## src/rtl/sprite_pkg.sv

```systemverilog
// Shared constants for the sprite fetchers (frog, car, log).
package sprite_pkg;

    localparam int unsigned SPRITE_W = 32;
    localparam int unsigned SPRITE_H = 32;
    localparam int unsigned ADDR_W   = 10;
    localparam int unsigned COORD_W  = 10;
    localparam int unsigned COLOR_W  = 9;
    localparam int unsigned COL_W    = $clog2(SPRITE_W);
    localparam int unsigned ROW_W    = $clog2(SPRITE_H);

    // Colour key meaning "no pixel here".
    localparam logic [COLOR_W-1:0] TRANSPARENT = 9'b111000111;

    // RGB333 field offsets within a pixel word.
    localparam int unsigned RED_LSB   = 6;
    localparam int unsigned GREEN_LSB = 3;
    localparam int unsigned BLUE_LSB  = 0;

    function automatic logic is_opaque(input logic [COLOR_W-1:0] color);
        return color != TRANSPARENT;
    endfunction

endpackage

```

## src/rtl/sprite_fetch_frog_if.sv

```systemverilog
// Sprite memory read bus plus the pixel stream towards the mixer.
interface sprite_fetch_frog_if;
    import sprite_pkg::*;

    logic [ADDR_W-1:0]  mem_addr;
    logic [COLOR_W-1:0] mem_data;
    logic [COLOR_W-1:0] pix_out;
    logic               pix_valid;

    // Fetcher side.
    modport master (
        output mem_addr,
        input  mem_data,
        output pix_out,
        output pix_valid
    );

    // Memory / mixer side.
    modport slave (
        input  mem_addr,
        output mem_data,
        input  pix_out,
        input  pix_valid
    );

endinterface

```

## src/rtl/sprite_hit_calc.sv

```systemverilog
// Combinational sprite hit test with row/column and optional horizontal mirror.
// Bounds use one extra bit so a sprite near the right/bottom edge never wraps.
module sprite_hit_calc #(
    parameter int unsigned SPR_W = 32,
    parameter int unsigned SPR_H = 32,
    parameter int unsigned CRD_W = 10,
    localparam int unsigned CW   = $clog2(SPR_W),
    localparam int unsigned RW   = $clog2(SPR_H)
) (
    input  logic             i_armed,
    input  logic             i_pix_en,
    input  logic [CRD_W-1:0] i_h_cnt,
    input  logic [CRD_W-1:0] i_v_cnt,
    input  logic [CRD_W-1:0] i_lx,
    input  logic [CRD_W-1:0] i_ly,
    input  logic             i_flip,
    output logic             o_hit,
    output logic [RW-1:0]    o_row,
    output logic [CW-1:0]    o_col
);

    logic [CRD_W:0] w_h;
    logic [CRD_W:0] w_v;
    logic [CRD_W:0] w_x_lo;
    logic [CRD_W:0] w_x_hi;
    logic [CRD_W:0] w_y_lo;
    logic [CRD_W:0] w_y_hi;
    logic           w_in_x;
    logic           w_in_y;
    logic [CW-1:0]  w_col_raw;

    assign w_h    = {1'b0, i_h_cnt};
    assign w_v    = {1'b0, i_v_cnt};
    assign w_x_lo = {1'b0, i_lx};
    assign w_y_lo = {1'b0, i_ly};
    assign w_x_hi = w_x_lo + (CRD_W+1)'(SPR_W);
    assign w_y_hi = w_y_lo + (CRD_W+1)'(SPR_H);

    assign w_in_x = (w_h >= w_x_lo) && (w_h < w_x_hi);
    assign w_in_y = (w_v >= w_y_lo) && (w_v < w_y_hi);
    assign o_hit  = i_armed && i_pix_en && w_in_x && w_in_y;

    assign w_col_raw = CW'(i_h_cnt - i_lx);
    assign o_col     = i_flip ? (CW'(SPR_W - 1) - w_col_raw) : w_col_raw;
    assign o_row     = RW'(i_v_cnt - i_ly);

endmodule

```

## src/rtl/sprite_fetch_frog.sv

```systemverilog
// Frog sprite fetcher: per-frame position latch, hit test, memory address
// issue and a 3-cycle aligned, colour-keyed pixel output.
module sprite_fetch_frog
    import sprite_pkg::*;
(
    input  logic               CLK,
    input  logic               RST,
    input  logic               frame_start,
    input  logic [COORD_W-1:0] pos_x,
    input  logic [COORD_W-1:0] pos_y,
    input  logic               flip_x,
    input  logic [COORD_W-1:0] h_cnt,
    input  logic [COORD_W-1:0] v_cnt,
    input  logic               pix_en,
    sprite_fetch_frog_if.master bus
);

    logic [COORD_W-1:0] r_lx;
    logic [COORD_W-1:0] r_ly;
    logic               r_flip;
    logic               r_armed;

    logic [ADDR_W-1:0]  r_mem_addr;
    logic               r_hit_d1;
    logic               r_hit_d2;
    logic [COLOR_W-1:0] r_pix_out;
    logic               r_pix_valid;

    logic               w_hit;
    logic [ROW_W-1:0]   w_row;
    logic [COL_W-1:0]   w_col;

    // Latch position/orientation once per frame; the hit test in the
    // frame_start cycle still sees the previous values.
    always_ff @(posedge CLK or posedge RST) begin
        if (RST) begin
            r_lx    <= '0;
            r_ly    <= '0;
            r_flip  <= 1'b0;
            r_armed <= 1'b0;
        end else if (frame_start) begin
            r_lx    <= pos_x;
            r_ly    <= pos_y;
            r_flip  <= flip_x;
            r_armed <= 1'b1;
        end
    end

    sprite_hit_calc #(
        .SPR_W (SPRITE_W),
        .SPR_H (SPRITE_H),
        .CRD_W (COORD_W)
    ) u_hit_calc (
        .i_armed  (r_armed),
        .i_pix_en (pix_en),
        .i_h_cnt  (h_cnt),
        .i_v_cnt  (v_cnt),
        .i_lx     (r_lx),
        .i_ly     (r_ly),
        .i_flip   (r_flip),
        .o_hit    (w_hit),
        .o_row    (w_row),
        .o_col    (w_col)
    );

    // Stage 1: issue the sprite address on a hit, otherwise hold it.
    always_ff @(posedge CLK or posedge RST) begin
        if (RST) begin
            r_mem_addr <= '0;
            r_hit_d1   <= 1'b0;
        end else begin
            if (w_hit) begin
                r_mem_addr <= {w_row, w_col};
            end
            r_hit_d1 <= w_hit;
        end
    end

    // Stage 2: memory read in flight; carry the hit flag alongside it.
    always_ff @(posedge CLK or posedge RST) begin
        if (RST) begin
            r_hit_d2 <= 1'b0;
        end else begin
            r_hit_d2 <= r_hit_d1;
        end
    end

    // Stage 3: colour-key the returned data and register the output.
    always_ff @(posedge CLK or posedge RST) begin
        if (RST) begin
            r_pix_valid <= 1'b0;
            r_pix_out   <= '0;
        end else if (r_hit_d2 && is_opaque(bus.mem_data)) begin
            r_pix_valid <= 1'b1;
            r_pix_out   <= bus.mem_data;
        end else begin
            r_pix_valid <= 1'b0;
            r_pix_out   <= '0;
        end
    end

    assign bus.mem_addr  = r_mem_addr;
    assign bus.pix_out   = r_pix_out;
    assign bus.pix_valid = r_pix_valid;

endmodule

```

## src/flat_wrapper.sv

```systemverilog
// flat-port wrapper written by rule: the top's interface ports become plain ports
module sprite_fetch_frog_flat import sprite_pkg::*;
  (CLK, RST, frame_start, pos_x, pos_y, flip_x, h_cnt, v_cnt, pix_en, bus_mem_addr, bus_mem_data, bus_pix_out, bus_pix_valid);
  sprite_fetch_frog_if bus_i ();
  input  logic CLK;
  input  logic RST;
  input  logic frame_start;
  input  logic [COORD_W-1:0] pos_x;
  input  logic [COORD_W-1:0] pos_y;
  input  logic flip_x;
  input  logic [COORD_W-1:0] h_cnt;
  input  logic [COORD_W-1:0] v_cnt;
  input  logic pix_en;
  output wire logic [$bits(bus_i.mem_addr)-1:0] bus_mem_addr;
  input wire logic [$bits(bus_i.mem_data)-1:0] bus_mem_data;
  output wire logic [$bits(bus_i.pix_out)-1:0] bus_pix_out;
  output wire logic [$bits(bus_i.pix_valid)-1:0] bus_pix_valid;
  assign bus_mem_addr = bus_i.mem_addr;
  assign bus_i.mem_data = bus_mem_data;
  assign bus_pix_out = bus_i.pix_out;
  assign bus_pix_valid = bus_i.pix_valid;
  sprite_fetch_frog u_core (.CLK(CLK), .RST(RST), .frame_start(frame_start), .pos_x(pos_x), .pos_y(pos_y), .flip_x(flip_x), .h_cnt(h_cnt), .v_cnt(v_cnt), .pix_en(pix_en), .bus(bus_i));
endmodule
```

## config.mk

```make
export PLATFORM = sky130hd
export DESIGN_NAME = sprite_fetch_frog_flat
export DESIGN_NICKNAME = d
export VERILOG_FILES = /design/src/rtl/sprite_pkg.sv /design/src/rtl/sprite_fetch_frog_if.sv /design/src/rtl/sprite_hit_calc.sv /design/src/rtl/sprite_fetch_frog.sv /design/src/flat_wrapper.sv
export SDC_FILE = /design/constraint.sdc
export NUM_CORES = 1
export LEC_CHECK = 0
export CORE_MARGIN = 8
export CORE_UTILIZATION = 45
export CTS_BUF_LIST = sky130_fd_sc_hd__clkbuf_4
export DETAILED_ROUTE_END_ITERATION = 12
export PLACE_DENSITY = 0.79
export SYNTH_ARGS = -nofsm -noshare
export SYNTH_HDL_FRONTEND = slang
export SYNTH_SLANG_ARGS = --single-unit
```

## constraint.sdc

```tcl
create_clock -name CLK -period 2.7 [get_ports CLK]
set_input_delay 0.405 -clock CLK [delete_from_list [all_inputs] [get_ports CLK]]
set_output_delay 0.405 -clock CLK [all_outputs]
set_load 0.02 [all_outputs]
```

==> results of run 1 <==
[registers in the layout (all words and copies together), names as in the netlist]
name                  flops
u_core.bus.mem_addr      10
u_core.r_lx              10
u_core.r_ly              10
u_core.bus.pix_out        9
u_core.bus.pix_valid      1
u_core.r_armed            1
u_core.r_flip             1
u_core.r_hit_d1           1
u_core.r_hit_d2           1
[worst max-delay path, delay by kind of cell (launching register included)]
kind            cells  cell delay [ns]
mux                 1             0.32
flops               1             0.41
buf+inv             1             0.13
compound gates      1             0.12
fa+ha+maj           2             0.48
simple gates        3             0.88
xor+xnor            1             0.12
[per-stage QoR]
| step | hold slack (ns) | power [mW] | std cells | instance area [um2] |
|---|---|---|---|---|
| final | 0.3215 | 2.101 | 428 | 3704 |
| after global routing | 0.3426 | 2.229 | 428 | 3704 |
| after CTS | 0.3290 | 2.131 | 428 | 3704 |
| after detailed placement | 0.3396 | 1.675 | 420 | 3607 |
| after global placement | 0.3334 | 1.649 | 420 | 3607 |
| after floorplan | 0.3312 | 1.294 | 258 | 2650 |
[synthesized netlist by cell type, types with 3 or more instances]
cell type  count  area (um2)
clkbuf_1       5       18.77
mux2_2         4       45.04
nand2_1       25       93.84
nand3_1        7       35.03
dfrtp_1       44        1101
xnor2_1       15       131.4
nor2_1         4       15.01
nor2b_1        3       18.77
ha_1          32       400.4
and2_1         9       56.30
and3_1         3       18.77
inv_1         29       108.9
mux2_4         7       105.1
a21oi_1       10       50.05
o21ai_0       27       135.1
[cell usage in the layout (no fill, tap or decap), types with 9 or more instances in the layout]
cell,Yosys,layout
clkdlybuf4s50_1,0,73
and2_1,9,9
a21oi_1,10,10
ha_1,32,32
buf_4,0,19
dfrtp_1,44,44
o21ai_0,27,27
inv_1,29,28
xnor2_1,15,15
nand2_1,25,25
[power by group through the flow]
stage          Clock [mW]  Sequential, mW  Combinational [mW]
2_1_floorplan           0           0.927               0.367
3_3_place_gp            0           0.840               0.809
3_5_place_dp            0           0.844               0.831
4_1_cts             0.457           0.833               0.841
5_1_grt             0.478           0.843               0.908
6_report            0.440           0.832               0.830
[final cells by class]
class / instances / area [um2] / share of cell area
well taps: 75 / 93.84 / 0.02534
inverters: 29 / 108.9 / 0.02939
clock inverters: 3 / 46.29 / 0.01250
flip-flops and latches: 44 / 1101 / 0.2973
repair buffers: 93 / 893.4 / 0.2412
clock buffers: 5 / 37.54 / 0.01014
multi-input cells: 179 / 1423 / 0.3841
[per-layer routing]
layer,global-route usage,up-vias,part of all wire
met5,0,-,0
met4,0.05772,0,0.016
met3,0.03398,6,0.031
met2,0.2718,39,0.52
met1,0.1749,1025,0.43
li1,-,1074,-
[worst min path at each step]
stage	from	endpoint	slack [ns]	cells after the start
floorplan	u_core.r_hit_d1	u_core.r_hit_d2	0.33	0
global placement	u_core.r_hit_d1	u_core.r_hit_d2	0.33	0
detailed placement	u_core.r_hit_d1	u_core.r_hit_d2	0.34	0
CTS	RST	u_core.r_ly[7]	0.33	2
global route	RST	u_core.r_ly[7]	0.34	2
finish	RST	u_core.r_ly[8]	0.32	2
[cells by family (layout without fill, tap and decap cells)]
logic type | Yosys count | count (layout) | synth area share
buf+inv | 35 | 130 | 0.05241
compound gates | 52 | 52 | 0.1199
fa+ha+maj | 34 | 34 | 0.1662
mux | 13 | 13 | 0.06421
simple gates | 64 | 64 | 0.1289
flops | 44 | 44 | 0.4155
xor+xnor | 16 | 16 | 0.05288
==> run summary, run 1 <==
Sequential share of power -> 0.396
Ys flop type -> dfrtp_1
Most used cell, CP -> ha_1
Final wirelength -> 6318 um
DRT Pass-1 Iters -> 4
Worst setup path startpoint -> u_core.r_ly[5]
Min-Delay Path Class -> in2async
Area grow syn2layout -> 39.75%
Fin nets -> 440
Outcome -> complete, no violations
Core area -> 5816 um2
Crit share post-route -> 0.9601
Max Fclk -> 385.8 MHz
Slew Viols, Final -> 0
Antenna violations before repair -> 0
Post-synthesis net count -> 346
CTS clk-pin slew, worst paths -> 0.16 ns
Fraction of layout cells with a size suffix above 1 -> 0.1303
Pin count of the biggest net entering global routing -> 29
Crit Path Category -> reg2reg
CTS tree -> built
R2r setup slk -> 0.11 ns
TNS Setup -> 0 ns
H-tree depth -> 2
Max FO, Critical Path -> 6
Final setup vio count -> 0
Nature of the critical path endpoint -> flop
Async SR Flop Fraction -> 1.000
Worst skew pair latency -> 0.37 ns
Diode count -> 0
Final Critical Period -> 2.592 ns
GRT Total Usage -> 0.1530
Io pins -> 74
Post-layout util -> 0.6368
Max-cap violations -> 0
Setup Skew -> 0.02111 ns
Setup Fix Bufs, Post-CTS -> 0
Antenna viol nets, final -> 0
Slew HR -> 0.5272
CTS resizes -> 2
R2R depth -> 9
Slew @ Worst Pin -> 0.7070 ns
Deepest clock path buffer count -> 2
Global route overflow -> 0
Final WS setup -> 0.1077 ns
Vias -> 2144
Comb pwr share -> 0.395
Vias in the first global route -> 2274
P per Cell Area -> 567.3 nW/um2
Max IR drop VDD -> 0.3477 mV
CTS Buf Count -> 5
Global-route wire length before repair -> 10520 um
Yosys reg bits -> 44
Worst reg2reg endpoint -> u_core.bus.mem_addr[2]
Crit path cell chain -> ha_1, and3_2, xnor2_1, ha_1, o21ai_0, or4b_4, nand4_4, buf_12, mux2_2
Critical Path RT -> 2.95 ns
Root buf cell -> clkbuf_4
Register area share after synthesis -> 0.4155
Unrepaired setup endpoints after global routing -> false
Avg Inst Size Synth -> 10.27 um2
Worst r2r src -> u_core.r_ly[5]
DR WL/cell -> 14.76 um
Synth warn -> 0
Sw power -> 678.6 uW
Switch share -> 0.3230
Final Hold Fails -> 0
DRC -> 0
Int Pwr -> 1.422 mW
CTS sink cnt -> 44
Cells after Synth -> 258
Critical path arrival -> 2.84 ns
# port buffers -> 73
Dpl hpwl -> 5179 um
Initial DRC count -> 56
EDFF count, synth -> 0
Die Y -> 92.74 um
Post-place setup slack -> -0.1869 ns
Unique masters post-synth -> 43
Fill cells -> 484
Initial core utilization -> 0.4557
Worst setup SP type -> flop
Mapped cell area -> 2650 um2
Slowest-stage cell, CP -> or4b_4
Hold_buf cts -> 0
# rows -> 28
Max incr delay on CP -> 0.56 ns
Gpl congestion -> 0.8007
Chip width -> 92.74 um
Vias per cell -> 5.009
Lkg Pwr -> 1.777 nW
Clk network pwr share -> 0.209
Setup crit end -> u_core.bus.mem_addr[2]
Die area -> 8601 um2
No activity file was read; power rests on OpenSTA's default activity.
==> run 2: changes to the inputs <==
Settings changed: CELL_PAD_IN_SITES_DETAIL_PLACEMENT set to 0, CELL_PAD_IN_SITES_GLOBAL_PLACEMENT set to 2, CORE_UTILIZATION 45 to 27, PLACE_DENSITY 0.79 to unset, PLACE_DENSITY_LB_ADDON set to 0.1.
==> run summary, run 2 (synthesis gave the netlist of run 1 again) <==
Outcome -> complete, no violations (unchanged)
Crit Path Category -> reg2reg (unchanged)
Initial DRC count -> 52 (was 56)
CTS tree -> built (unchanged)
Hold_buf cts -> 0 (unchanged)
DRT Pass-1 Iters -> 4 (unchanged)
Die area -> 13240 um2 (was 8601 um2)
GRT Max-Usage Layer -> met2 (unchanged)
Die Y -> 115.1 um (was 92.74 um)
Unrepaired setup endpoints after global routing -> false (unchanged)
Dpl hpwl -> 5643 um (was 5179 um)
CTS sink cnt -> 44 (unchanged)
Final Hold Fails -> 0 (unchanged)
GR Layer Usage met2 -> 0.1898 (was 0.2718)
CTS Buf Count -> 5 (unchanged)
DRC -> 0 (unchanged)
Setup Skew -> 0.01073 ns (was 0.02111 ns)
Fill cells -> 1027 (was 484)
Final Critical Period -> 2.525 ns (was 2.592 ns)
Most used cell, CP -> ha_1 (unchanged)
Post-place setup slack -> -0.1789 ns (was -0.1869 ns)
Final wirelength -> 7076 um (was 6318 um)
Crit path cell chain -> ha_1, and3_2, xnor2_1, ha_1, o21ai_2, or4b_4, nand4_4, buf_12, mux2_2 (was ha_1, and3_2, xnor2_1, ha_1, o21ai_0, or4b_4, nand4_4, buf_12, mux2_2)
Global route overflow -> 0 (unchanged)
TNS Setup -> 0 ns (unchanged)
Chip width -> 115.1 um (was 92.74 um)
# rows -> 36 (was 28)
Slew Viols, Final -> 0 (unchanged)
Critical path arrival -> 2.81 ns (was 2.84 ns)
Io pins -> 74 (unchanged)
Vias -> 2124 (was 2144)
Area taken by multi-input logic gates -> 1428 um2 (was 1423 um2)
Deepest clock path buffer count -> 2 (unchanged)
Design Power -> 2.123 mW (was 2.101 mW)
Worst skew pair latency -> 0.37 ns (about the same)
Slowest-stage cell, CP -> or4b_4 (unchanged)
DR WL/cell -> 14.53 um (was 14.76 um)
Most common cell after layout, fill and taps aside -> clkdlybuf4s50_1 (unchanged)
Max FO, Critical Path -> 7 (was 6)
Met1 Use GR -> 0.1373 (was 0.1749)
Post-layout util -> 0.3943 (was 0.6368)
Slew HR -> 0.7386 (was 0.5272)
Root buf cell -> clkbuf_4 (unchanged)
Register area -> 1101 um2 (unchanged)
Worst setup SP type -> flop (unchanged)
P per Cell Area -> 558.6 nW/um2 (was 567.3 nW/um2)
Worst hold slack -> 0.3553 ns (was 0.3215 ns)
Global-route wire length before repair -> 11630 um (was 10520 um)
Top Family by Delay on Critical Path -> simple AND/OR/NAND/NOR gates (unchanged)
Max-cap violations -> 0 (unchanged)
Diode count -> 0 (unchanged)
Critical Path RT -> 2.98 ns (was 2.95 ns)
H-tree depth -> 2 (unchanged)
Met3 Track Usage GR -> 0.02784 (was 0.03398)
Fin nets -> 441 (was 440)
CP bufs+invs -> 1 (unchanged)
Area grow syn2layout -> 43.44% (was 39.75%)
Nature of the critical path endpoint -> flop (unchanged)
# port buffers -> 73 (unchanged)
Final setup vio count -> 0 (unchanged)
Max incr delay on CP -> 0.54 ns (was 0.56 ns)
Lkg Pwr -> 1.790 nW (was 1.777 nW)
GRT Total Usage -> 0.1125 (was 0.1530)
Fraction of layout cells with a size suffix above 1 -> 0.1412 (was 0.1303)
CTS clk-pin slew, worst paths -> 0.15 ns (was 0.16 ns)
Slew @ Worst Pin -> 0.3880 ns (was 0.7070 ns)
Antenna viol nets, final -> 0 (unchanged)
Vias per cell -> 4.361 (was 5.009)
Initial core utilization -> 0.2749 (was 0.4557)
Crit share post-route -> 0.9353 (was 0.9601)
Final WS setup -> 0.1747 ns (was 0.1077 ns)
Min-Delay Path Class -> in2async (unchanged)
Pin count of the biggest net entering global routing -> 45 (was 29)
Core area -> 9639 um2 (was 5816 um2)
Most frequent cells in the layout -> clkdlybuf4s50_1 (73), dfrtp_1 (44), ha_1 (32), inv_1 (28), o21ai_0 (26) (was clkdlybuf4s50_1 (73), dfrtp_1 (44), ha_1 (32), inv_1 (28), o21ai_0 (27))
Max IR drop VDD -> 0.2594 mV (was 0.3477 mV)
Gpl congestion -> 0.7830 (was 0.8007)
Max Fclk -> 396.0 MHz (was 385.8 MHz)
Vias in the first global route -> 2297 (was 2274)
Antenna violations before repair -> 0 (unchanged)
## run 2: area by class of cell
cell class	count	share of cell area
Timing Repair Buffer	94	0.2403
Clock buffer	5	0.009875
Tap cell	133	0.04378
Multi-Input combinational cell	179	0.3756
Sequential cell	44	0.2897
Inverter	29	0.02864
Clock inverter	3	0.01218
## run 2: repair_timing
action                     in CTS  in global routing
setup endpoints to repair      10                  8
buffers inserted                1                  0
resized for setup               3                  2
pin swaps                       0                  0
gates cloned                    0                  0
## run 2: layer usage
metal	share of wire	wire, um
met5	0	0
met2	0.48	3431
met3	0.041	287
met4	0.016	114
met1	0.46	3242
## run 2: power breakdown
group | internal [mW] | leakage, nW | switching (mW)
registers | 0.765 | 0.550 | 0.0779
clock network | 0.198 | 0.0418 | 0.248
logic | 0.465 | 1.20 | 0.369
total | 1.43 | 1.79 | 0.695
## run 2: path summary, 6_finish.rpt
path / from / to / slack, ns / cells past startpoint
max in group asynchronous: RST / u_core.r_lx[4] / 2.11 / 3
worst min register to register: u_core.r_hit_d1 / u_core.r_hit_d2 / 0.38 / 0
worst max-delay path: u_core.r_ly[5] / u_core.bus.mem_addr[2] / 0.17 / 9
min in group CLK: u_core.r_hit_d1 / u_core.r_hit_d2 / 0.38 / 0
worst min-delay path: RST / u_core.bus.pix_out[3] / 0.36 / 3
worst max register to register: u_core.r_ly[5] / u_core.bus.mem_addr[2] / 0.17 / 9
## run 2: stage by stage
step                area [um2]  std cells
detailed placement        3692        478
finish                    3801        487
global placement          3692        478
floorplan                 2650        258
CTS                       3796        487
global route              3801        487
## run 2: worst register-to-register path, stage by stage (launching register included)
cell     delay (ns)
dfrtp_1        0.41
ha_1           0.23
and3_2         0.23
xnor2_1        0.12
ha_1           0.28
o21ai_2        0.07
or4b_4         0.54
nand4_4        0.10
buf_12         0.13
mux2_2         0.32
